==> src/rtl/bfxp_pkg.sv <==
// Shared types for the bitfield gather sequencer.
// Field descriptors, FSM states and widths.
package bfxp_pkg;

  localparam int XLEN    = 32;
  localparam int FIELD_W = 5;

  typedef enum logic [1:0] {
    IDLE = 2'd0,
    RUN  = 2'd1,
    DONE = 2'd2
  } state_t;

  typedef struct packed {
    logic [FIELD_W-1:0] start;
    logic [FIELD_W-1:0] len;
    logic [FIELD_W-1:0] dest;
  } desc_t;

endpackage

==> src/rtl/bfxp_if.sv <==
// Command and result handshake bundle
// between issue, the sequencer and writeback.
interface bfxp_if #(
  parameter int NFIELDS = 4
) ();

  localparam int CW = $clog2(NFIELDS + 1);

  logic                   in_valid;
  logic                   in_ready;
  logic [31:0]            in_src;
  logic [31:0]            in_base;
  logic [CW-1:0]          in_count;
  logic [5*NFIELDS-1:0]   in_start;
  logic [5*NFIELDS-1:0]   in_len;
  logic [5*NFIELDS-1:0]   in_dest;
  logic                   out_valid;
  logic                   out_ready;
  logic [31:0]            out_data;

  modport master (
    output in_valid,
    output in_src,
    output in_base,
    output in_count,
    output in_start,
    output in_len,
    output in_dest,
    output out_ready,
    input  in_ready,
    input  out_valid,
    input  out_data
  );

  modport slave (
    input  in_valid,
    input  in_src,
    input  in_base,
    input  in_count,
    input  in_start,
    input  in_len,
    input  in_dest,
    input  out_ready,
    output in_ready,
    output out_valid,
    output out_data
  );

endinterface

==> src/rtl/bfxp_field.sv <==
// One extract-and-place step: rotate the source
// so the field lands at dest, mask, OR into acc.
module bfxp_field
  import bfxp_pkg::*;
(
  input  logic [XLEN-1:0] src,
  input  logic [XLEN-1:0] acc,
  input  desc_t           desc,
  output logic [XLEN-1:0] result
);

  logic [FIELD_W-1:0] rot;
  logic [5:0]         rot_l;
  logic [XLEN-1:0]    rotated;
  logic [31:0]        lsh;
  logic [XLEN-1:0]    lmask;
  logic [XLEN-1:0]    rmask;

  // Rotate amount wraps mod 32 in the 5-bit subtract.
  assign rot   = desc.start - desc.dest;
  assign rot_l = 6'd32 - {1'b0, rot};

  // Left half of a shift of 32 yields zero, so rot=0 works.
  assign rotated = (src >> rot) | (src << rot_l);

  // Wraps past 31 when dest+len>32, killing the field.
  assign lsh = 32'd32 - 32'(desc.dest) - 32'(desc.len);

  assign lmask = {XLEN{1'b1}} >> lsh;
  assign rmask = {XLEN{1'b1}} << desc.dest;

  assign result = (rotated & lmask & rmask) | acc;

endmodule

==> src/rtl/bfxp_seq.sv <==
// Multi-field gather sequencer: applies up to NFIELDS
// descriptors, one per cycle, then offers the result.
module bfxp_seq
  import bfxp_pkg::*;
#(
  parameter int NFIELDS = 4
) (
  input  logic  clock,
  input  logic  resetn,
  bfxp_if.slave bus
);

  localparam int CW = $clog2(NFIELDS + 1);

  state_t          state_q;
  state_t          state_d;
  logic [XLEN-1:0] src_q;
  logic [XLEN-1:0] acc_q;
  logic [CW-1:0]   cnt_q;
  logic [CW-1:0]   idx_q;
  logic [CW-1:0]   cnt_clip;
  desc_t           desc_q [NFIELDS];
  desc_t           cur;
  logic [XLEN-1:0] step_res;
  logic            accept;
  logic            last;

  assign bus.in_ready  = (state_q == IDLE);
  assign bus.out_valid = (state_q == DONE);
  assign bus.out_data  = acc_q;

  assign accept = bus.in_valid && (state_q == IDLE);
  assign last   = (idx_q == cnt_q - CW'(1));

  // Oversized counts run every available descriptor.
  always_comb begin
    cnt_clip = bus.in_count;
    if (bus.in_count > CW'(NFIELDS))
      cnt_clip = CW'(NFIELDS);
  end

  // Select the descriptor for the current step.
  always_comb begin
    cur = '0;
    for (int i = 0; i < NFIELDS; i++)
      if (idx_q == CW'(i))
        cur = desc_q[i];
  end

  bfxp_field u_field (
    .src    (src_q),
    .acc    (acc_q),
    .desc   (cur),
    .result (step_res)
  );

  // State register.
  always_ff @(posedge clock or negedge resetn) begin
    if (!resetn)
      state_q <= IDLE;
    else
      state_q <= state_d;
  end

  // Next-state logic.
  always_comb begin
    state_d = state_q;
    unique case (state_q)
      IDLE: begin
        if (bus.in_valid)
          state_d = (cnt_clip != '0) ? RUN : DONE;
      end
      RUN: begin
        if (last)
          state_d = DONE;
      end
      DONE: begin
        if (bus.out_ready)
          state_d = IDLE;
      end
      default: state_d = IDLE;
    endcase
  end

  // Command capture and per-step accumulate.
  always_ff @(posedge clock or negedge resetn) begin
    if (!resetn) begin
      src_q <= '0;
      acc_q <= '0;
      cnt_q <= '0;
      idx_q <= '0;
      for (int i = 0; i < NFIELDS; i++)
        desc_q[i] <= '0;
    end else if (accept) begin
      src_q <= bus.in_src;
      acc_q <= bus.in_base;
      cnt_q <= cnt_clip;
      idx_q <= '0;
      for (int i = 0; i < NFIELDS; i++) begin
        desc_q[i].start <= bus.in_start[5*i +: 5];
        desc_q[i].len   <= bus.in_len[5*i +: 5];
        desc_q[i].dest  <= bus.in_dest[5*i +: 5];
      end
    end else if (state_q == RUN) begin
      acc_q <= step_res;
      idx_q <= idx_q + CW'(1);
    end
  end

endmodule

==> src/flat_wrapper.sv <==
// flat-port wrapper written by rule: the top's interface ports become plain ports
module bfxp_seq_flat import bfxp_pkg::*;
#(
  parameter int NFIELDS = 4
)
  (clock, resetn, bus_in_valid, bus_in_src, bus_in_base, bus_in_count, bus_in_start, bus_in_len, bus_in_dest, bus_out_ready, bus_in_ready, bus_out_valid, bus_out_data);
  bfxp_if #(.NFIELDS(NFIELDS)) bus_i ();
  input  logic clock;
  input  logic resetn;
  input wire logic [$bits(bus_i.in_valid)-1:0] bus_in_valid;
  input wire logic [$bits(bus_i.in_src)-1:0] bus_in_src;
  input wire logic [$bits(bus_i.in_base)-1:0] bus_in_base;
  input wire logic [$bits(bus_i.in_count)-1:0] bus_in_count;
  input wire logic [$bits(bus_i.in_start)-1:0] bus_in_start;
  input wire logic [$bits(bus_i.in_len)-1:0] bus_in_len;
  input wire logic [$bits(bus_i.in_dest)-1:0] bus_in_dest;
  input wire logic [$bits(bus_i.out_ready)-1:0] bus_out_ready;
  output wire logic [$bits(bus_i.in_ready)-1:0] bus_in_ready;
  output wire logic [$bits(bus_i.out_valid)-1:0] bus_out_valid;
  output wire logic [$bits(bus_i.out_data)-1:0] bus_out_data;
  assign bus_i.in_valid = bus_in_valid;
  assign bus_i.in_src = bus_in_src;
  assign bus_i.in_base = bus_in_base;
  assign bus_i.in_count = bus_in_count;
  assign bus_i.in_start = bus_in_start;
  assign bus_i.in_len = bus_in_len;
  assign bus_i.in_dest = bus_in_dest;
  assign bus_i.out_ready = bus_out_ready;
  assign bus_in_ready = bus_i.in_ready;
  assign bus_out_valid = bus_i.out_valid;
  assign bus_out_data = bus_i.out_data;
  bfxp_seq #(.NFIELDS(NFIELDS)) u_core (.clock(clock), .resetn(resetn), .bus(bus_i));
endmodule
==> config.mk <==
export PLATFORM = sky130hd
export DESIGN_NAME = bfxp_seq_flat
export DESIGN_NICKNAME = d
export VERILOG_FILES = /design/src/rtl/bfxp_pkg.sv /design/src/rtl/bfxp_if.sv /design/src/rtl/bfxp_field.sv /design/src/rtl/bfxp_seq.sv /design/src/flat_wrapper.sv
export SDC_FILE = /design/constraint.sdc
export NUM_CORES = 1
export LEC_CHECK = 0
export BUFFER_PORTS_ARGS = -buffer_cell sky130_fd_sc_hd__buf_2
export CAP_MARGIN = 20
export CELL_PAD_IN_SITES_DETAIL_PLACEMENT = 1
export CELL_PAD_IN_SITES_GLOBAL_PLACEMENT = 1
export CORE_ASPECT_RATIO = 0.75
export CORE_MARGIN = 4
export CORE_UTILIZATION = 46
export CTS_CLUSTER_DIAMETER = 80
export CTS_CLUSTER_SIZE = 8
export DETAILED_ROUTE_END_ITERATION = 6
export HOLD_SLACK_MARGIN = 0.1
export PLACE_DENSITY = 0.84
export SLEW_MARGIN = 0
export SYNTH_ARGS = -nofsm -noshare
export SYNTH_HDL_FRONTEND = slang
export SYNTH_SLANG_ARGS = --single-unit
==> constraint.sdc <==
create_clock -name clock -period 9.3 [get_ports clock]
set_input_delay 2.79 -clock clock [delete_from_list [all_inputs] [get_ports clock]]
set_output_delay 2.79 -clock clock [all_outputs]
set_load 0.005 [all_outputs]
# Yosys cells after proc, flatten, opt, wreduce, memory -nomap -nowiden

Cells that the tools add are included.
Widths: inputs -> output; s select.

Flip-flop bits (word level): 132
ROM bits: 0
Memory bits (writable): 0
Input bits: 131
Memories: 0
Bits in latches: 0

Muxes and demuxes: 14
Shift operators: 4
Reductions and logical operators: 6
Add/subtract/negate cells: 6
Magnitude comparators: 1
Eq/ne operators: 9
Bitwise gates (word level): 4
Multiply operators: 0
Div/mod/pow operators: 0

Operators with widths:

| operator               | count |
|---|---|
| $and 32x32->32         | 2 |
| $mux 32                | 2 |
| $or 32x32->32          | 2 |
| $mux 15                | 4 |
| $shl 32x5->32 const A  | 1 |
| $shl 32x6->32          | 1 |
| $shr 32x32->32 const A | 1 |
| $shr 32x5->32          | 1 |
| $mux 3                 | 3 |
| $mux 2                 | 4 |
| $sub 7x6->8            | 1 |
| $sub 6x5->7 const A    | 1 |
| $eq 3x2->1 const B     | 2 |
| $pmux 2 s3             | 1 |
| $sub 6x5->6 const A    | 1 |
| $sub 5x5->5            | 1 |
| $ne 2x2->1 const B     | 2 |
| $add 3x1->3 const B    | 1 |
| $eq 3x1->1 const B     | 1 |
| $eq 3x3->1             | 1 |
| $gt 3x3->1 const B     | 1 |
| $logic_not 3->1        | 1 |
| $reduce_and 3->1       | 1 |
| $reduce_bool 3->1      | 1 |
| other kinds (7)        | 7 |

# Depth between registers and ports, before layout

Depth in word-level cells: 14
Gate-level depth with buffers: 27

# Modules after synthesis

From an unflattened synthesis, not the netlist that was laid out.

Cells, all modules: 1093
Area, all modules: 10423.7 µm²

Modules (own cells, without submodules):

| module     | times used | area each (µm²) | cells each |
|---|---|---|---|
| bfxp_seq   | 1          | 5640.4          | 453 |
| bfxp_field | 1          | 4783.3          | 640 |

# Worst setup path before layout

No wires, ideal clock.

Kind: register to register
Start: register u_core.idx_q[0]
End: register u_core.acc_q[27] (netlist: u_core.bus.out_data[27])
Library setup time: 130 ps
Buffers on the path: 7
Path slack: 3866 ps
Data arrival time: 5304 ps
Stages on the path, launching flop included: 24
Required time: 9170 ps
Path through: dfrtp_1 -> inv_1 -> ha_1 -> buf_2 -> buf_1 -> clkbuf_1 -> o21ai_0 -> a22oi_1 -> ha_1 -> inv_1 -> fa_1 -> buf_2 -> buf_1 -> inv_1 -> ha_1 -> buf_2 -> buf_2 -> mux4_2 -> mux2_2 -> nor2_1 -> a21oi_1 -> mux2_1 -> a22oi_1 -> o31ai_1

Longest elaborated chain between the ends: 14
Elaborated cells on any way between the ends: 22

Ends and longest elaborated chain:

| item                   | line             | text |
|---|---|---|
| start, declared        | bfxp_seq.sv:20   | `logic [CW-1:0] idx_q;` |
| start signal, assigned | bfxp_seq.sv:106  | `idx_q <= idx_q + CW'(1);` |
| $logic_not 3->1        | bfxp_seq.sv:46   | `if (idx_q == CW'(i))` |
| $mux 15 (3 in a row)   | bfxp_seq.sv:46   |  |
| $mux 15 *              | bfxp_seq.sv:46   |  |
| $sub 5x5->5            | bfxp_field.sv:20 | `assign rot = desc.start - desc.dest;` |
| $sub 6x5->6            | bfxp_field.sv:21 | `assign rot_l = 6'd32 - {1'b0, rot};` |
| $shl 32x6->32          | bfxp_field.sv:24 | `assign rotated = (src >> rot) \| (src << rot_l);` |
| $or 32x32->32          | bfxp_field.sv:24 |  |
| $and 32x32->32         | bfxp_field.sv:32 | `assign result = (rotated & lmask & rmask) \| acc;` |
| $and 32x32->32 *       | bfxp_field.sv:32 |  |
| $or 32x32->32 *        | bfxp_field.sv:32 |  |
| $mux 32 *              | bfxp_seq.sv:104  | `end else if (state_q == RUN) begin` |
| $mux 32 *              | bfxp_seq.sv:94   | `end else if (accept) begin` |
| end signal, assigned   | bfxp_seq.sv:96   | `acc_q <= bus.in_base;` |
| end signal, assigned   | bfxp_seq.sv:105  | `acc_q <= step_res;` |
| end, declared          | bfxp_seq.sv:18   | `logic [XLEN-1:0] acc_q;` |

Every way passes the cells marked *; elsewhere a longest branch is shown, timed or not. The select of a mux whose other input is x is not followed.
A chain may end at the register's enable or synchronous reset.

# Final worst setup path

Start: register u_core.idx_q[0]
End: register u_core.acc_q[21] (netlist: u_core.bus.out_data[21])

The elaborated chain is that of the path after synthesis.

==> flow_summary.yaml <==
layout:
  area_growth_pct: 15.9
  seq_area_mm2: 0.00330
  layout.cells.non_filler: 1667
  drive_gt1_share_pct: 20.4
  final_area_mm2: 0.0117
  multiInputGateArea_mm2: 0.00644
  fillers: 2683
  nNetsFinal: 1519
  n_antenna_cell: 0
detailed_routing:
  dr_total_vias: 10230
  antenna_left: 0
  wire_per_inst_um: 23.0
  vias_per_cell: 6.14
  route.detailed.drc: 0
  totalWireLength_um: 38400
  drtIter0Drc: 1072
  first_pass_iters: 7
min_path:
  hold_end: "u_core.desc_q[18]"
  hp-start: "u_core.desc_q[18]"
  holdPathStages: 2
  hold_class: "register to register"
place:
  dp_hpwl_um: 28200
  gp_congestion: 0.996
  placed_area_mm2: 0.0111
  place.port_buffers: 164
  dp.cells: 1634
timing:
  finalCritPeriodShare_pct: 73.0
  fmaxAchievable_mhz: 147
  rsz0062_at_grt: "no"
  hold_violations: 0
  period_minus_slack_ps: 6780
  finalClockSkew_ps: 12.7
  final-setup-viol-count: 0
  whs_ps: 476
  finalSetupTns_ps: 0
  worst_slew_pin_slew_ps: 1100
  slew_viol_final: 0
  max_slew_margin_pct: 26.7
cts:
  holdBufCountCts: 0
  cts_buffers: 17
  insertion_delay_ps: 440
  cts-root-buf: "clkbuf_16"
  post-cts-setup-buffers: 0
  cts_buffer_depth: 2
  clock_sinks: 132
  cts_max_level: 4
  cts_tree: "yes"
  clk_pin_slew_ps: 70
  ctsResizeCount: 0
yosys:
  ys_top_cells_by_count: "393 x nand2_1, 132 x dfrtp_1, 104 x nor2_1"
  synth_top_family_by_area: "simple AND/OR/NAND/NOR gates"
  synth-main-ff-cell: "dfrtp_1"
  syn_nets: 1404
  synthMuxAreaShare_pct: 17.8
  synth_compound_area_share_pct: 16.0
  synthTopCellsByArea: "dfrtp_1 33%, nand2_1 15%, mux2i_1 9.2%"
  yosys_warnings: 0
  async_flop_share_pct: 100
  synth_fa_ha_area_share_pct: 2.86
  synth-seq-cells: 132
  synth_xor_area_share_pct: 2.71
  synth_cell_type_count: 72
  synth_largest_area_cell: "dfrtp_1"
  avgSynthCellArea_um2: 8.11
  synth_simple_gate_area_share_pct: 23.6
  ys_seq_area_share_pct: 32.6
  synth_most_common_cell: "nand2_1"
  syn_inst: 1251
  synth_edf_count: 0
  synth_top_area_share_pct: 32.6
  synth_area_mm2: 0.0101
setup_path:
  worstSetupPathType: "register to register"
  path_max_fanout: 39
  slowest_delay_ps: 1310
  crit_chain: "ha_1 -> ha_1 -> or2_1 -> a221oi_1 -> a21oi_1 -> inv_1 -> ha_2 -> inv_1 -> fa_2 -> inv_1 -> ha_2 -> mux4_2 -> mux2i_1 -> nor2_1 -> o21ai_1 -> a21oi_1 -> a2111oi_0 -> nor3_1"
  critPathSlowestCell: "fa_2"
  start_kind: "register"
  cp.arrival_ps: 7070
  crit_top_cell: "inv_1"
  endpoint_kind: "register"
  r2r_cells: 18
  r2r-start: "u_core.idx_q[0]"
  r2r_slack_ps: 2520
  r2r_end: "u_core.bus.out_data[21]"
  timing.critical_path.required_ps: 9590
floorplan:
  fp-row-count: 46
  start_util_pct: 47.4
  die_w_um: 179
  fp.dieH_um: 137
  die_area_mm2: 0.0245
  ios: 165
  coreArea_mm2: 0.0214
global_routing:
  grt_usage_pct: 31.3
  grt_pass1_wl_um: 60100
  grt_max_degree: 80
  gr-total-overflow: 0
  antenna_found_initial: 3
  grt_pass1_vias: 10267
status:
  status: "finished, final reports clean"
job:
  max_cap_viol_count: 0
-- kinds of logic (layout without fill, tap and decap cells) --
kind of cell | after synthesis | after routing
flops | 132 | 132
xor+xnor | 24 | 24
buf+inv | 107 | 235
simple gates | 583 | 583
compound gates | 243 | 243
mux | 140 | 140
fa+ha+maj | 22 | 22
-- critical path, delay by kind of cell, from the launching register on --
family,cells,cell delay (ps)
multiplexers,2,830
buffers and inverters,3,340
adder cells (fa/ha/maj),5,3140
AO/OA/AOI/OAI,5,1240
flip-flops,1,460
AND/OR/NAND/NOR,3,600
-- metal layers --
layer / GRT usage (%) / routed length (µm) / vias up
met1: 44.8 / 17500 / 5034
met5: 0 / 26 / -
met2: 44.7 / 15800 / 522
met3: 12.4 / 4280 / 67
li1: - / - / 4603
met4: 7.45 / 807 / 4
-- worst max-delay path by stage --
stage                     from                      end  slack (ps)  cells after the start
6_report       u_core.idx_q[0]  u_core.bus.out_data[21]        2520                     18
5_1_grt        u_core.idx_q[0]  u_core.bus.out_data[21]        2080                     18
4_1_cts        u_core.idx_q[0]  u_core.bus.out_data[21]        2510                     18
3_5_place_dp   u_core.idx_q[0]  u_core.bus.out_data[21]        2550                     18
3_3_place_gp   u_core.idx_q[0]   u_core.bus.out_data[8]        2960                     18
2_1_floorplan  u_core.idx_q[0]  u_core.bus.out_data[27]        3870                     23
-- registers in the layout (all words and copies together), names as in the netlist --
signal,count
u_core.bus.out_data,32
u_core.idx_q,3
u_core.cnt_q,3
u_core.desc_q,60
u_core.state_q,2
u_core.src_q,32
-- through the flow --
| step | utilization [%] | worst slack [ps] |
|---|---|---|
| global route | 54.9 | 2080 |
| CTS | 54.9 | 2510 |
| floorplan | - | 3870 |
| detailed placement | 52.0 | 2550 |
| finish | 54.9 | 2520 |
| global placement | 52.0 | 2960 |
-- cells in the final DEF, fill, tap and decap left out, types with 4 or more instances in the layout --
| master | count |
|---|---|
| inv_6 | 4 |
| inv_8 | 7 |
| o21ai_0 | 50 |
| mux4_2 | 31 |
| a41oi_1 | 4 |
| mux2_2 | 15 |
| xnor2_1 | 8 |
| clkbuf_16 | 17 |
| nand4_1 | 4 |
| buf_2 | 164 |
| a22oi_1 | 10 |
| o311ai_1 | 10 |
| inv_1 | 20 |
| a211oi_1 | 13 |
| o221ai_1 | 4 |
| nor2_1 | 104 |
| a31oi_1 | 5 |
| buf_4 | 16 |
| o31ai_1 | 9 |
| a221oi_1 | 8 |
| o211ai_1 | 11 |
| ha_1 | 18 |
| and3_1 | 5 |
| clkinv_8 | 4 |
| nand2b_1 | 10 |
| xor2_1 | 8 |
| o22ai_1 | 8 |
| o21ai_1 | 8 |
| nand3_1 | 21 |
| nor2b_1 | 9 |
| and2_1 | 7 |
| a21oi_1 | 61 |
| a311oi_1 | 4 |
| mux2i_1 | 93 |
| dfrtp_1 | 132 |
| nand2_1 | 392 |
| nand3b_1 | 8 |
| nor3_1 | 10 |
| a21o_1 | 4 |
-- area by class of cell --
type / count / area share, %
timing repair buffer: 182 / 8.20
clock inverter: 15 / 1.52
tap: 288 / 3.07
sequential: 132 / 28.1
inverter: 21 / 0.671
multi-input combinational: 1012 / 54.8
clock buffer: 17 / 3.62
Power is not shown: default switching activity piles up to over one toggle a cycle in this logic, so the estimate is an artifact.
